**src/rtl/ram_port_arbiter_pkg.sv**
```systemverilog
// Shared constants, state codes and helpers for the two-port data RAM arbiter.
package ram_port_arbiter_pkg;
    localparam logic [1:0] RAM_MODE_BYTE = 2'd0;
    localparam logic [1:0] RAM_MODE_HALF = 2'd1;
    localparam logic [1:0] RAM_MODE_WORD = 2'd2;

    localparam logic ARB_PORT_CPU = 1'b0;
    localparam logic ARB_PORT_DMA = 1'b1;

    typedef enum logic [1:0] {
        ARB_IDLE  = 2'd0,
        ARB_ISSUE = 2'd1,
        ARB_RESP  = 2'd2
    } arb_state_e;

    // The unused size encoding 2'b11 behaves as a word access.
    function automatic logic [1:0] norm_mode(input logic [1:0] size);
        return (size == 2'b11) ? RAM_MODE_WORD : size;
    endfunction

    function automatic logic misaligned(input logic [1:0] mode, input logic [1:0] a);
        logic r;
        r = 1'b0;
        if (mode == RAM_MODE_HALF) r = a[0];
        else if (mode == RAM_MODE_WORD) r = (a != 2'b00);
        return r;
    endfunction
endpackage

```
**src/rtl/ram_port_arbiter_pick.sv**
```systemverilog
// Combinational winner select between the CPU port (0) and the loader/DMA port (1).
module arb_pick
    import ram_port_arbiter_pkg::*;
#(
    parameter int CPU_PRIO   = 0,
    parameter int STARVE_MAX = 4
) (
    input  logic [1:0] i_req,
    input  logic       i_last_owner,
    input  logic [3:0] i_starve_cnt,
    output logic       o_valid,
    output logic       o_winner
);
    always_comb begin
        o_valid  = |i_req;
        o_winner = ARB_PORT_CPU;
        if (i_req == 2'b10) begin
            o_winner = ARB_PORT_DMA;
        end else if (i_req == 2'b11) begin
            if (CPU_PRIO != 0) o_winner = (i_starve_cnt == 4'(STARVE_MAX));
            else               o_winner = ~i_last_owner;
        end
    end
endmodule

```
**src/rtl/ram_port_arbiter.sv**
```systemverilog
// Shares one data RAM between the CPU load/store path and the loader/DMA port,
// one access at a time, returning load data tagged to the owning port.
module ram_port_arbiter
    import ram_port_arbiter_pkg::*;
#(
    parameter int AW         = 32,
    parameter int DW         = 32,
    parameter int CPU_PRIO   = 0,
    parameter int STARVE_MAX = 4
) (
    input  logic          clk,
    input  logic          rst,
    input  logic          m0_req,
    input  logic          m0_we,
    input  logic [AW-1:0] m0_addr,
    input  logic [DW-1:0] m0_wdata,
    input  logic [1:0]    m0_size,
    input  logic          m0_signed,
    output logic          m0_gnt,
    output logic          m0_rvalid,
    output logic [DW-1:0] m0_rdata,
    output logic          m0_err,
    input  logic          m1_req,
    input  logic          m1_we,
    input  logic [AW-1:0] m1_addr,
    input  logic [DW-1:0] m1_wdata,
    input  logic [1:0]    m1_size,
    input  logic          m1_signed,
    output logic          m1_gnt,
    output logic          m1_rvalid,
    output logic [DW-1:0] m1_rdata,
    output logic          m1_err,
    output logic          ram_we,
    output logic [AW-1:0] ram_addr,
    output logic [DW-1:0] ram_wdata,
    output logic [1:0]    ram_write_mode,
    output logic [1:0]    ram_read_mode,
    output logic          ram_read_signed,
    input  logic [DW-1:0] ram_r_data
);
    arb_state_e          r_state, w_next;
    logic                r_owner, r_last_owner, r_we, r_mis, r_signed;
    logic [3:0]          r_starve;
    logic [1:0]          r_rvalid;
    logic [1:0][DW-1:0]  r_rdata;
    logic [AW-1:0]       r_addr;
    logic [DW-1:0]       r_wdata;
    logic [1:0]          r_mode;

    logic [1:0]          w_req;
    logic                w_valid, w_winner, w_pick;
    logic                w_we, w_signed;
    logic [AW-1:0]       w_addr;
    logic [DW-1:0]       w_wdata;
    logic [1:0]          w_mode;

    assign w_req = {m1_req, m0_req};

    arb_pick #(.CPU_PRIO(CPU_PRIO), .STARVE_MAX(STARVE_MAX)) u_pick (
        .i_req        (w_req),
        .i_last_owner (r_last_owner),
        .i_starve_cnt (r_starve),
        .o_valid      (w_valid),
        .o_winner     (w_winner)
    );

    always_comb begin
        w_we     = w_winner ? m1_we     : m0_we;
        w_addr   = w_winner ? m1_addr   : m0_addr;
        w_wdata  = w_winner ? m1_wdata  : m0_wdata;
        w_signed = w_winner ? m1_signed : m0_signed;
        w_mode   = norm_mode(w_winner ? m1_size : m0_size);
    end

    assign w_pick = (r_state == ARB_IDLE) && w_valid;

    always_ff @(posedge clk or posedge rst) begin
        if (rst) r_state <= ARB_IDLE;
        else     r_state <= w_next;
    end

    // A rejected (misaligned) access never reaches the RAM, so it skips RESP.
    always_comb begin
        w_next = r_state;
        m0_gnt = 1'b0;
        m1_gnt = 1'b0;
        m0_err = 1'b0;
        m1_err = 1'b0;
        ram_we = 1'b0;
        case (r_state)
            ARB_IDLE: if (w_valid) w_next = ARB_ISSUE;
            ARB_ISSUE: begin
                m0_gnt = (r_owner == ARB_PORT_CPU);
                m1_gnt = (r_owner == ARB_PORT_DMA);
                m0_err = (r_owner == ARB_PORT_CPU) && r_mis;
                m1_err = (r_owner == ARB_PORT_DMA) && r_mis;
                ram_we = r_we && !r_mis;
                w_next = (r_we || r_mis) ? ARB_IDLE : ARB_RESP;
            end
            ARB_RESP: w_next = ARB_IDLE;
            default:  w_next = ARB_IDLE;
        endcase
    end

    always_ff @(posedge clk or posedge rst) begin
        if (rst) begin
            r_owner      <= ARB_PORT_CPU;
            r_last_owner <= ARB_PORT_DMA;
            r_we         <= 1'b0;
            r_mis        <= 1'b0;
            r_signed     <= 1'b0;
            r_starve     <= 4'd0;
            r_rvalid     <= 2'b00;
            r_rdata      <= '0;
            r_addr       <= '0;
            r_wdata      <= '0;
            r_mode       <= RAM_MODE_BYTE;
        end else begin
            r_rvalid <= 2'b00;
            if (w_pick) begin
                r_owner  <= w_winner;
                r_we     <= w_we;
                r_addr   <= w_addr;
                r_wdata  <= w_wdata;
                r_mode   <= w_mode;
                r_signed <= w_signed;
                r_mis    <= misaligned(w_mode, w_addr[1:0]);
                if (w_winner == ARB_PORT_DMA)                    r_starve <= 4'd0;
                else if (w_req == 2'b11 && r_starve != 4'hF)     r_starve <= r_starve + 4'd1;
            end
            if (r_state == ARB_ISSUE) begin
                r_last_owner <= r_owner;
                if (!r_we && r_mis) begin
                    r_rvalid[r_owner] <= 1'b1;
                    r_rdata[r_owner]  <= '0;
                end
            end
            if (r_state == ARB_RESP) begin
                r_rvalid[r_owner] <= 1'b1;
                r_rdata[r_owner]  <= ram_r_data;
            end
        end
    end

    assign m0_rvalid       = r_rvalid[0];
    assign m1_rvalid       = r_rvalid[1];
    assign m0_rdata        = r_rdata[0];
    assign m1_rdata        = r_rdata[1];
    assign ram_addr        = r_addr;
    assign ram_wdata       = r_wdata;
    assign ram_write_mode  = r_mode;
    assign ram_read_mode   = r_mode;
    assign ram_read_signed = r_signed;
endmodule

```
**config.mk**
```make
export PLATFORM = sky130hd
export DESIGN_NAME = ram_port_arbiter
export DESIGN_NICKNAME = d
export VERILOG_FILES = /design/src/rtl/ram_port_arbiter_pkg.sv /design/src/rtl/ram_port_arbiter_pick.sv /design/src/rtl/ram_port_arbiter.sv
export SDC_FILE = /design/constraint.sdc
export NUM_CORES = 1
export LEC_CHECK = 0
export CAP_MARGIN = 20
export CORE_MARGIN = 2
export CORE_UTILIZATION = 43
export DETAILED_ROUTE_END_ITERATION = 8
export PLACE_DENSITY = 0.87
export SYNTH_ARGS = -nofsm -noshare
export SYNTH_HDL_FRONTEND = slang
export SYNTH_SLANG_ARGS = --single-unit
```
**constraint.sdc**
```tcl
create_clock -name clk -period 12.72 [get_ports clk]
set_clock_uncertainty 0.15 [all_clocks]
set_input_delay 1.272 -clock clk [delete_from_list [all_inputs] [get_ports clk]]
set_output_delay 1.272 -clock clk [all_outputs]
set_load 0.005 [all_outputs]
```
==> flow_metrics.py, run 1 <==
metrics = {
    "outcome": {
        "status": "completed",
    },
    "critical_path": {
        "critical-path-max-stage-delay_ns": 0.79,
        "endpoint_kind": "register",
        "cp.depth": 6,
        "critPathTopFamily": "buffers and inverters",
        "crit_type": "in2reg",
        "path_buf_inv": 2,
        "reg2reg_depth": 5,
        "cp.arrival_ns": 4.03,
        "worstPathRequired_ns": 12.87,
        "worstPathCellList": "clkdlybuf4s50_1, a21boi_4, buf_4, mux2i_1, o31ai_1, a21o_1",
        "cp_slowest_cell": "a21boi_4",
        "cp_max_fo": 51,
        "startpoint_type": "input port",
    },
    "timing": {
        "setup_viol": 0,
        "finalMaxSlewViolations": 0,
        "worstMarginPinSlew_ns": 0.948,
        "slew_headroom_pct": 36.8,
        "fin_ws_ns": 8.84,
        "rsz0062_at_grt": "false",
        "fmax_mhz": 258,
        "period_minus_slack_ns": 3.88,
        "finalHoldViolations": 0,
        "post-route-period-util_pct": 30.5,
        "tns_ns": 0,
    },
    "clock_network": {
        "root_buffer": "clkbuf_16",
        "cts.sinks": 139,
        "clk_pin_slew_worst_paths_ns": 0.06,
        "clockBufferDepth": 2,
        "cts_made_buffers": 17,
        "ctsHtreeMaxLevel": 4,
        "cts_tree": "done",
        "post_cts_resized": 0,
        "cts_hold_buf": 0,
        "clk_latency_ns": 0.41,
        "post_cts.repair.setup_buffers": 0,
    },
    "placed_design": {
        "pre_cts_ws_ns": 8.38,
        "port_buffers": 311,
        "place_area_mm2": 0.00903,
        "placed_cells": 944,
        "gp_congestion": 0.805,
        "post-dp-hpwl_mm": 13.0,
    },
    "global_routing": {
        "antenna_found_initial": 0,
        "grt_pass1_wl_mm": 27.7,
        "grt_max_degree": 138,
        "overflow": 0,
        "grt_usage_pct": 24.4,
        "grt_pass1_vias": 5266,
    },
    "pwr": {
        "power.internal_mw": 1.44,
        "p_clk_share_pct": 22.4,
        "p_sw_share_pct": 32.0,
        "seq_power_share_pct": 35.1,
        "p_comb_share_pct": 42.5,
        "p_leak_nw": 4.25,
        "ir_worst_vdd_mv": 0.127,
        "powerDensity_mw_per_mm2": 220,
        "power.switching_uw": 675,
    },
    "route": {
        "vias_per_cell": 5.20,
        "vias": 5071,
        "top_layer": "met4",
        "ant_nets": 0,
        "wl_met2_mm": 9.08,
        "wl_mm": 17.6,
        "remaining_drc_errors": 0,
        "detailedRoute.firstIterationViolations": 414,
        "drt_first_pass_iters": 5,
        "wl_met3_mm": 1.50,
        "routedWlPerCell_um": 18.0,
        "met1Wirelength_mm": 6.62,
    },
    "synthesis": {
        "ys_async_sr_fraction_pct": 100,
        "yosys_warnings": 0,
        "syn_inst": 491,
        "ys_types": 32,
        "syn_nets": 666,
        "synth_most_common_cell": "dfrtp_1",
        "synth-seq-cells": 139,
        "ys.flop_type": "dfrtp_1",
        "syn_area_mm2": 0.00588,
        "synth_edf_count": 0,
        "yosys-top-cells-area": "dfrtp_1 59%, mux2i_1 11%, a22o_1 9.7%",
        "yosysSeqAreaShare_pct": 59.2,
        "synth_top_area_share_pct": 58.7,
        "syn_avg_cell_area_um2": 12.0,
        "post-synth-top-area-cell": "dfrtp_1",
        "synth_commonest_cells": "138 x dfrtp_1, 71 x nand2_1, 67 x o21ai_0",
    },
    "flow_run": {
        "drv_cap": 0,
    },
    "finish": {
        "layout-drive-gt1-share_pct": 5.51,
        "layout.nets": 963,
        "fillCellCount": 906,
        "syn2layout_area_growth_pct": 63.6,
        "final_area_mm2": 0.00962,
        "antenna-diode-count": 0,
        "fin_cells": 975,
    },
    "floorplan": {
        "io_pins": 312,
        "die_h_um": 121,
        "start_util_pct": 44.2,
        "core_mm2": 0.0133,
        "die-area_mm2": 0.0146,
        "rows": 42,
        "die_x_um": 121,
    },
    "worst_hold_path": {
        "hold_class": "reg2reg",
        "whs_path_depth": 2,
    },
}
-- power groups by stage --
| stage | clock (mW) | sequential [mW] | combinational [mW] |
|---|---|---|---|
| floorplan | 0 | 0.742 | 0.387 |
| global placement | 0 | 0.735 | 0.863 |
| detailed placement | 0 | 0.747 | 0.892 |
| CTS | 0.479 | 0.742 | 0.898 |
| global route | 0.503 | 0.764 | 0.976 |
| finish | 0.473 | 0.741 | 0.898 |
-- path summary, 6_finish.rpt --
| kind | end | slack [ns] | from |
|---|---|---|---|
| min reg2reg | ram_addr[7] | 0.33 | ram_addr[7] |
| min in group asynchronous | asynchronous set/reset pin | 1.15 | rst |
| max reg2reg | r_mis | 9.99 | r_last_owner |
| min | ram_addr[7] | 0.33 | ram_addr[7] |
| max | r_mis | 8.84 | m0_req |
| max in group asynchronous | ram_addr[23] | 9.89 | rst |
-- logic make-up after synthesis --
family	share of synthesized area, %
AO/OA/AOI/OAI	17.7
buffers and inverters	4.96
multiplexers	11.2
flip-flops	59.2
adder cells (fa/ha/maj)	0.639
AND/OR/NAND/NOR	6.26
-- placed cells by master, fill, tap and decap left out, types with 4 or more instances in the layout --
| cell type | netlist | routed |
|---|---|---|
| clkdlybuf4s50_1 | 0 | 311 |
| dfrtp_1 | 138 | 138 |
| nand2_1 | 71 | 71 |
| o21ai_0 | 67 | 67 |
| mux2i_1 | 66 | 66 |
| a22o_1 | 65 | 65 |
| clkbuf_16 | 0 | 17 |
| nor2_1 | 7 | 6 |
| inv_1 | 6 | 5 |
| clkinv_2 | 0 | 5 |
| o21ai_1 | 5 | 4 |
| buf_4 | 7 | 4 |
-- layout make-up --
type / instances / area [µm²] / share of cell area [%]
sequential: 139 / 3480 / 36.2
timing repair buffer: 317 / 3200 / 33.3
multi-input combinational: 307 / 2130 / 22.1
clock buffer: 18 / 439 / 4.57
tap: 176 / 220 / 2.29
clock inverter: 12 / 125 / 1.30
inverter: 6 / 27.5 / 0.286
-- per-stage QoR --
stage                     utilization (%)  total power, mW  hold slack [ns]
final                                72.3             2.11            0.328
after global routing                 72.3             2.24            0.345
after CTS                            72.1             2.12            0.331
after detailed placement             67.9             1.64            0.319
after global placement               67.7             1.60            0.312
after floorplan                         -             1.13            0.323
-- metal layers --
| metal | GRT usage [%] | vias to the layer above |
|---|---|---|
| met5 | 0 | - |
| met2 | 41.6 | 230 |
| met1 | 28.7 | 2462 |
| li1 | - | 2349 |
| met4 | 9.74 | 0 |
| met3 | 7.66 | 30 |
-- worst reg2reg max path: cells and delay by family, from the launching register on --
family	cells	cell delay [ns]
compound gates	3	0.97
buf+inv	1	0.76
flops	1	0.39
mux	1	0.36
(Power assumes the default switching activity.)
==> run 2: changes to the inputs <==
- CORE_UTILIZATION: 43 -> 40
- PLACE_DENSITY: 0.87 -> 0.82
- clock period: 12.72 -> 3.7 ns (I/O delays scaled with it)
==> run 2 against run 1 <==
Net effect: worst setup slack worse by 7.7 ns; register-to-register slack worse by 8.3 ns; cell count up 1.0%; via count up 0.73%; total power rose to 3.5 times the previous value; clock power rose to 3.8 times the previous value; count of clock-buffer cells in the layout up 3; worst hold slack worse by 0.0025 ns; non-clock buffer count unchanged; flip-flop and latch count unchanged; cell area up 0.94%; die area up 7.2%; largest cell class unchanged.
==> flow_metrics.py, run 2 (synthesis results as in run 1) <==
metrics = {
    "outcome": {
        "status": "completed",
    },
    "timing": {
        "finalHoldViolations": 0,
        "tns_ns": 0,
        "period_minus_slack_ns": 2.55,
        "finalMaxSlewViolations": 0,
        "rsz0062_at_grt": "false",
        "setup_viol": 0,
        "whs_ns": 0.325,
        "worstMarginPinSlew_ns": 0.832,
        "slew_headroom_pct": 44.4,
        "fmax_mhz": 392,
        "post-route-period-util_pct": 69.0,
    },
    "critical_path": {
        "reg2reg_depth": 5,
        "endpoint_kind": "output pin",
        "timing.rr.start": "r_state[0]",
        "crit_type": "reg2out",
        "startpoint_type": "register",
        "worstPathRequired_ns": 3.18,
        "reg2reg_slack_ns": 1.69,
        "cp_max_fo": 6,
        "cp.arrival_ns": 2.03,
    },
    "clock_network": {
        "cts_tree": "done",
        "post_cts_resized": 0,
        "clockBufferDepth": 2,
        "clk_pin_slew_worst_paths_ns": 0.05,
        "root_buffer": "clkbuf_16",
        "clk_latency_ns": 0.41,
        "cts_made_buffers": 17,
        "cts_hold_buf": 0,
        "post_cts.repair.setup_buffers": 0,
        "cts.sinks": 139,
        "ctsHtreeMaxLevel": 4,
    },
    "floorplan": {
        "core_mm2": 0.0144,
        "die_x_um": 125,
        "io_pins": 312,
        "rows": 44,
        "die-area_mm2": 0.0157,
        "start_util_pct": 40.8,
        "die_h_um": 125,
    },
    "finish": {
        "final_cell_mix": "311 x clkdlybuf4s50_1, 138 x dfrtp_1, 71 x nand2_1, 67 x o21ai_0, 66 x mux2i_1",
        "antenna-diode-count": 0,
        "fillCellCount": 1089,
        "fin_cells": 985,
        "seq_area_mm2": 0.00348,
        "layout.nets": 963,
        "layout-drive-gt1-share_pct": 5.49,
        "mostFrequentLayoutCell": "clkdlybuf4s50_1",
        "syn2layout_area_growth_pct": 65.2,
        "final_area_mm2": 0.00971,
        "multi_input_area_mm2": 0.00213,
    },
    "route": {
        "drt_first_pass_iters": 5,
        "vias_per_cell": 5.19,
        "detailedRoute.firstIterationViolations": 374,
        "wl_mm": 17.4,
        "routedWlPerCell_um": 17.6,
        "remaining_drc_errors": 0,
        "ant_nets": 0,
        "vias": 5108,
    },
    "placed_design": {
        "port_buffers": 311,
        "post-dp-hpwl_mm": 12.6,
        "gp_congestion": 0.858,
        "place_area_mm2": 0.00908,
        "placed_cells": 953,
    },
    "worst_hold_path": {
        "worstHoldStart": "ram_addr[29]",
        "hold_class": "reg2reg",
        "hold_path_end": "ram_addr[29]",
        "whs_path_depth": 2,
    },
    "flow_run": {
        "drv_cap": 0,
    },
    "pwr": {
        "p_leak_nw": 4.28,
        "powerDensity_mw_per_mm2": 763,
        "ir_worst_vdd_mv": 0.638,
        "power_mw": 7.41,
    },
    "global_routing": {
        "grt_pass1_vias": 5211,
        "grt_pass1_wl_mm": 27.3,
        "overflow": 0,
        "grt_max_degree": 140,
        "grt_usage_pct": 21.9,
        "antenna_found_initial": 0,
    },
}
## run 2: worst max path at each step
stage | start | slack (ns) | depth (start not counted) | end
finish | r_state[1] | 1.15 | 6 | m0_err
floorplan | rst | 1.45 | 1 | asynchronous set/reset pin
detailed placement | m1_req | 1.28 | 5 | ram_wdata[13]
global route | r_state[1] | 1.01 | 6 | m0_err
global placement | m0_req | 1.38 | 5 | r_we
CTS | r_state[1] | 1.11 | 6 | m0_err
## run 2: area by class of cell
cell class	count	share of cell area [%]
clock buffers	21	4.74
clock inverters	11	1.73
inverters	6	0.271
multi-input cells	307	21.9
flip-flops and latches	139	35.8
well taps	184	2.37
repair buffers	317	33.1
## run 2: power by group
group          internal [mW]  switching (mW)
Combinational           1.77            1.30
Sequential              2.17           0.389
Clock                   1.16           0.630
Total                   5.09            2.31
## run 2: per-stage QoR
stage | setup slack (ns) | util (%)
after floorplan | 1.45 | -
after global placement | 1.38 | 62.8
after detailed placement | 1.28 | 63.0
after CTS | 1.11 | 67.3
after global routing | 1.01 | 67.3
final | 1.15 | 67.3
## run 2: routing by layer
metal	up-vias	share of wire, %	track usage, %	routed length [µm]
li1	2350	-	-	-
met2	232	50	37.6	8690
met3	35	7.5	6.25	1300
met4	0	2.6	8.43	449
met1	2491	40	26.1	6910
met5	-	0	0	0
## run 2: worst max-delay path, cell delays in order, from the launching register on
cell and delay, ns:
dfrtp_1 0.40, inv_1 0.08, ha_1 0.25, inv_1 0.11, nor2_1 0.12, and2_1 0.14, clkdlybuf4s50_1 0.52
==> run 3: changes to the inputs <==
- CORE_UTILIZATION: 40 -> 36
- PLACE_DENSITY: 0.82 -> 0.78
- clock period: 3.7 -> 2.34 ns (I/O delays scaled with it)
==> run 3 against run 2 <==
Net effect: clock power increased by 56%; non-clock buffer count increased by 4; cell area increased by 0.68%; core utilization decreased by 6.0 points; combinational power increased by 58%; count of clock-buffer cells in the layout decreased by 1; total power increased by 57%; flip-flop and latch count unchanged; cell count increased by 3.7%; global-route usage decreased by 1.2 points; critical path depth decreased by 1; critical endpoint is now m0_gnt; largest cell class unchanged; highest routed layer unchanged.
==> flow_metrics.py, run 3 (synthesis results as in run 1) <==
metrics = {
    "timing": {
        "whs_ns": 0.193,
        "slew_headroom_pct": 43.9,
        "fmax_mhz": 455,
        "tns_ns": 0,
        "worstMarginPinSlew_ns": 0.840,
        "rsz0062_at_grt": "false",
        "post-route-period-util_pct": 94.0,
        "finalMaxSlewViolations": 0,
        "period_minus_slack_ns": 2.20,
        "fin_ws_ns": 0.141,
        "setup_viol": 0,
        "finalHoldViolations": 0,
    },
    "critical_path": {
        "crit_path_frequent_cell": "inv_1",
        "worstPathCellList": "inv_1, ha_4, inv_1, nor2_2, clkdlybuf4s50_1",
        "crit_type": "reg2out",
        "worstPathRequired_ns": 1.96,
        "cp_max_fo": 6,
        "path_buf_inv": 3,
        "reg2reg_slack_ns": 0.30,
        "cp_slowest_cell": "clkdlybuf4s50_1",
        "critPathTopFamily": "buffers and inverters",
        "endpoint_kind": "output pin",
        "critical-path-max-stage-delay_ns": 0.54,
        "startpoint_type": "register",
        "cp.arrival_ns": 1.82,
    },
    "finish": {
        "mostFrequentLayoutCell": "clkdlybuf4s50_1",
        "layout.nets": 967,
        "syn2layout_area_growth_pct": 66.3,
        "fillCellCount": 1281,
        "fin_util_pct": 61.3,
        "seq_area_mm2": 0.00348,
        "final_area_mm2": 0.00977,
        "final_cell_mix": "309 x clkdlybuf4s50_1, 138 x dfrtp_1, 71 x nand2_1, 67 x o21ai_0, 66 x mux2i_1",
        "antenna-diode-count": 0,
        "fin_cells": 1021,
        "multi_input_area_mm2": 0.00214,
        "layout-drive-gt1-share_pct": 6.34,
    },
    "clock_network": {
        "post_cts.repair.setup_buffers": 0,
        "clk_latency_ns": 0.40,
        "ctsHtreeMaxLevel": 4,
        "cts_hold_buf": 0,
        "clk_pin_slew_worst_paths_ns": 0.06,
        "clockBufferDepth": 2,
        "cts_made_buffers": 17,
        "root_buffer": "clkbuf_16",
        "cts_tree": "done",
        "cts.sinks": 139,
    },
    "placed_design": {
        "pre_cts_ws_ns": 0.149,
        "port_buffers": 311,
        "place_area_mm2": 0.00914,
        "post-dp-hpwl_mm": 13.1,
        "placed_cells": 989,
        "gp_congestion": 0.781,
    },
    "pwr": {
        "p_leak_nw": 4.29,
        "ir_worst_vdd_mv": 0.565,
        "power_mw": 11.7,
        "powerDensity_mw_per_mm2": 1190,
    },
    "route": {
        "detailedRoute.firstIterationViolations": 199,
        "vias": 5002,
        "drt_first_pass_iters": 4,
        "remaining_drc_errors": 0,
        "wl_mm": 17.7,
        "ant_nets": 0,
        "routedWlPerCell_um": 17.3,
        "vias_per_cell": 4.90,
    },
    "floorplan": {
        "die-area_mm2": 0.0174,
        "io_pins": 312,
        "rows": 46,
        "die_h_um": 132,
        "die_x_um": 132,
        "start_util_pct": 36.9,
        "core_mm2": 0.0159,
    },
    "outcome": {
        "status": "completed",
    },
    "global_routing": {
        "grt_pass1_vias": 5314,
        "grt_pass1_wl_mm": 28.4,
        "grt_max_degree": 110,
        "grt_usage_pct": 20.7,
        "overflow": 0,
        "antenna_found_initial": 0,
    },
    "worst_hold_path": {
        "hold_class": "in2async",
    },
    "flow_run": {
        "drv_cap": 0,
    },
}
## run 3: metal layers
| layer | wire [µm] | GRT usage, % |
|---|---|---|
| met1 | 7090 | 23.8 |
| met3 | 1300 | 6.54 |
| met4 | 317 | 6.16 |
| met5 | 0 | 0 |
| met2 | 9000 | 36.9 |
## run 3: worst paths after layout
path	from	end	depth (start not counted)
max reg2reg	r_state[0]	register	5
max	r_state[1]	m0_gnt	5
min reg2reg	ram_wdata[31]	ram_wdata[31]	2
min in group clk	ram_r_data[17]	register	2
min	rst	ram_addr[23]	3
max in group asynchronous	rst	ram_wdata[11]	3
## run 3: repair_timing
| item | in CTS | in global routing |
|---|---|---|
| cloned | 0 | 0 |
| endpoints found under the setup margin | 3 | 1 |
| gates resized for setup | 3 | 2 |
| endpoints found under the hold margin | 0 | 0 |
## run 3: report_power, final
group / total, mW / switching, mW / leakage (nW) / internal [mW]
registers: 4.03 / 0.609 / 1.79 / 3.42
logic: 4.84 / 2.03 / 2.21 / 2.81
clock network: 2.79 / 1.04 / 0.285 / 1.74
## run 3: worst min-delay path, cell delays in order
cell and delay [ns]:
clkdlybuf4s50_1 0.44, clkinvlp_4 0.11, buf_12 0.38
## run 3: layout make-up
cell class / count / area share (%)
Clock buffer: 20 / 4.67
Clock inverter: 12 / 1.66
Inverter: 6 / 0.269
Multi-Input combinational cell: 307 / 21.9
Sequential cell: 139 / 35.6
Tap cell: 216 / 2.76
Timing Repair Buffer: 321 / 33.1
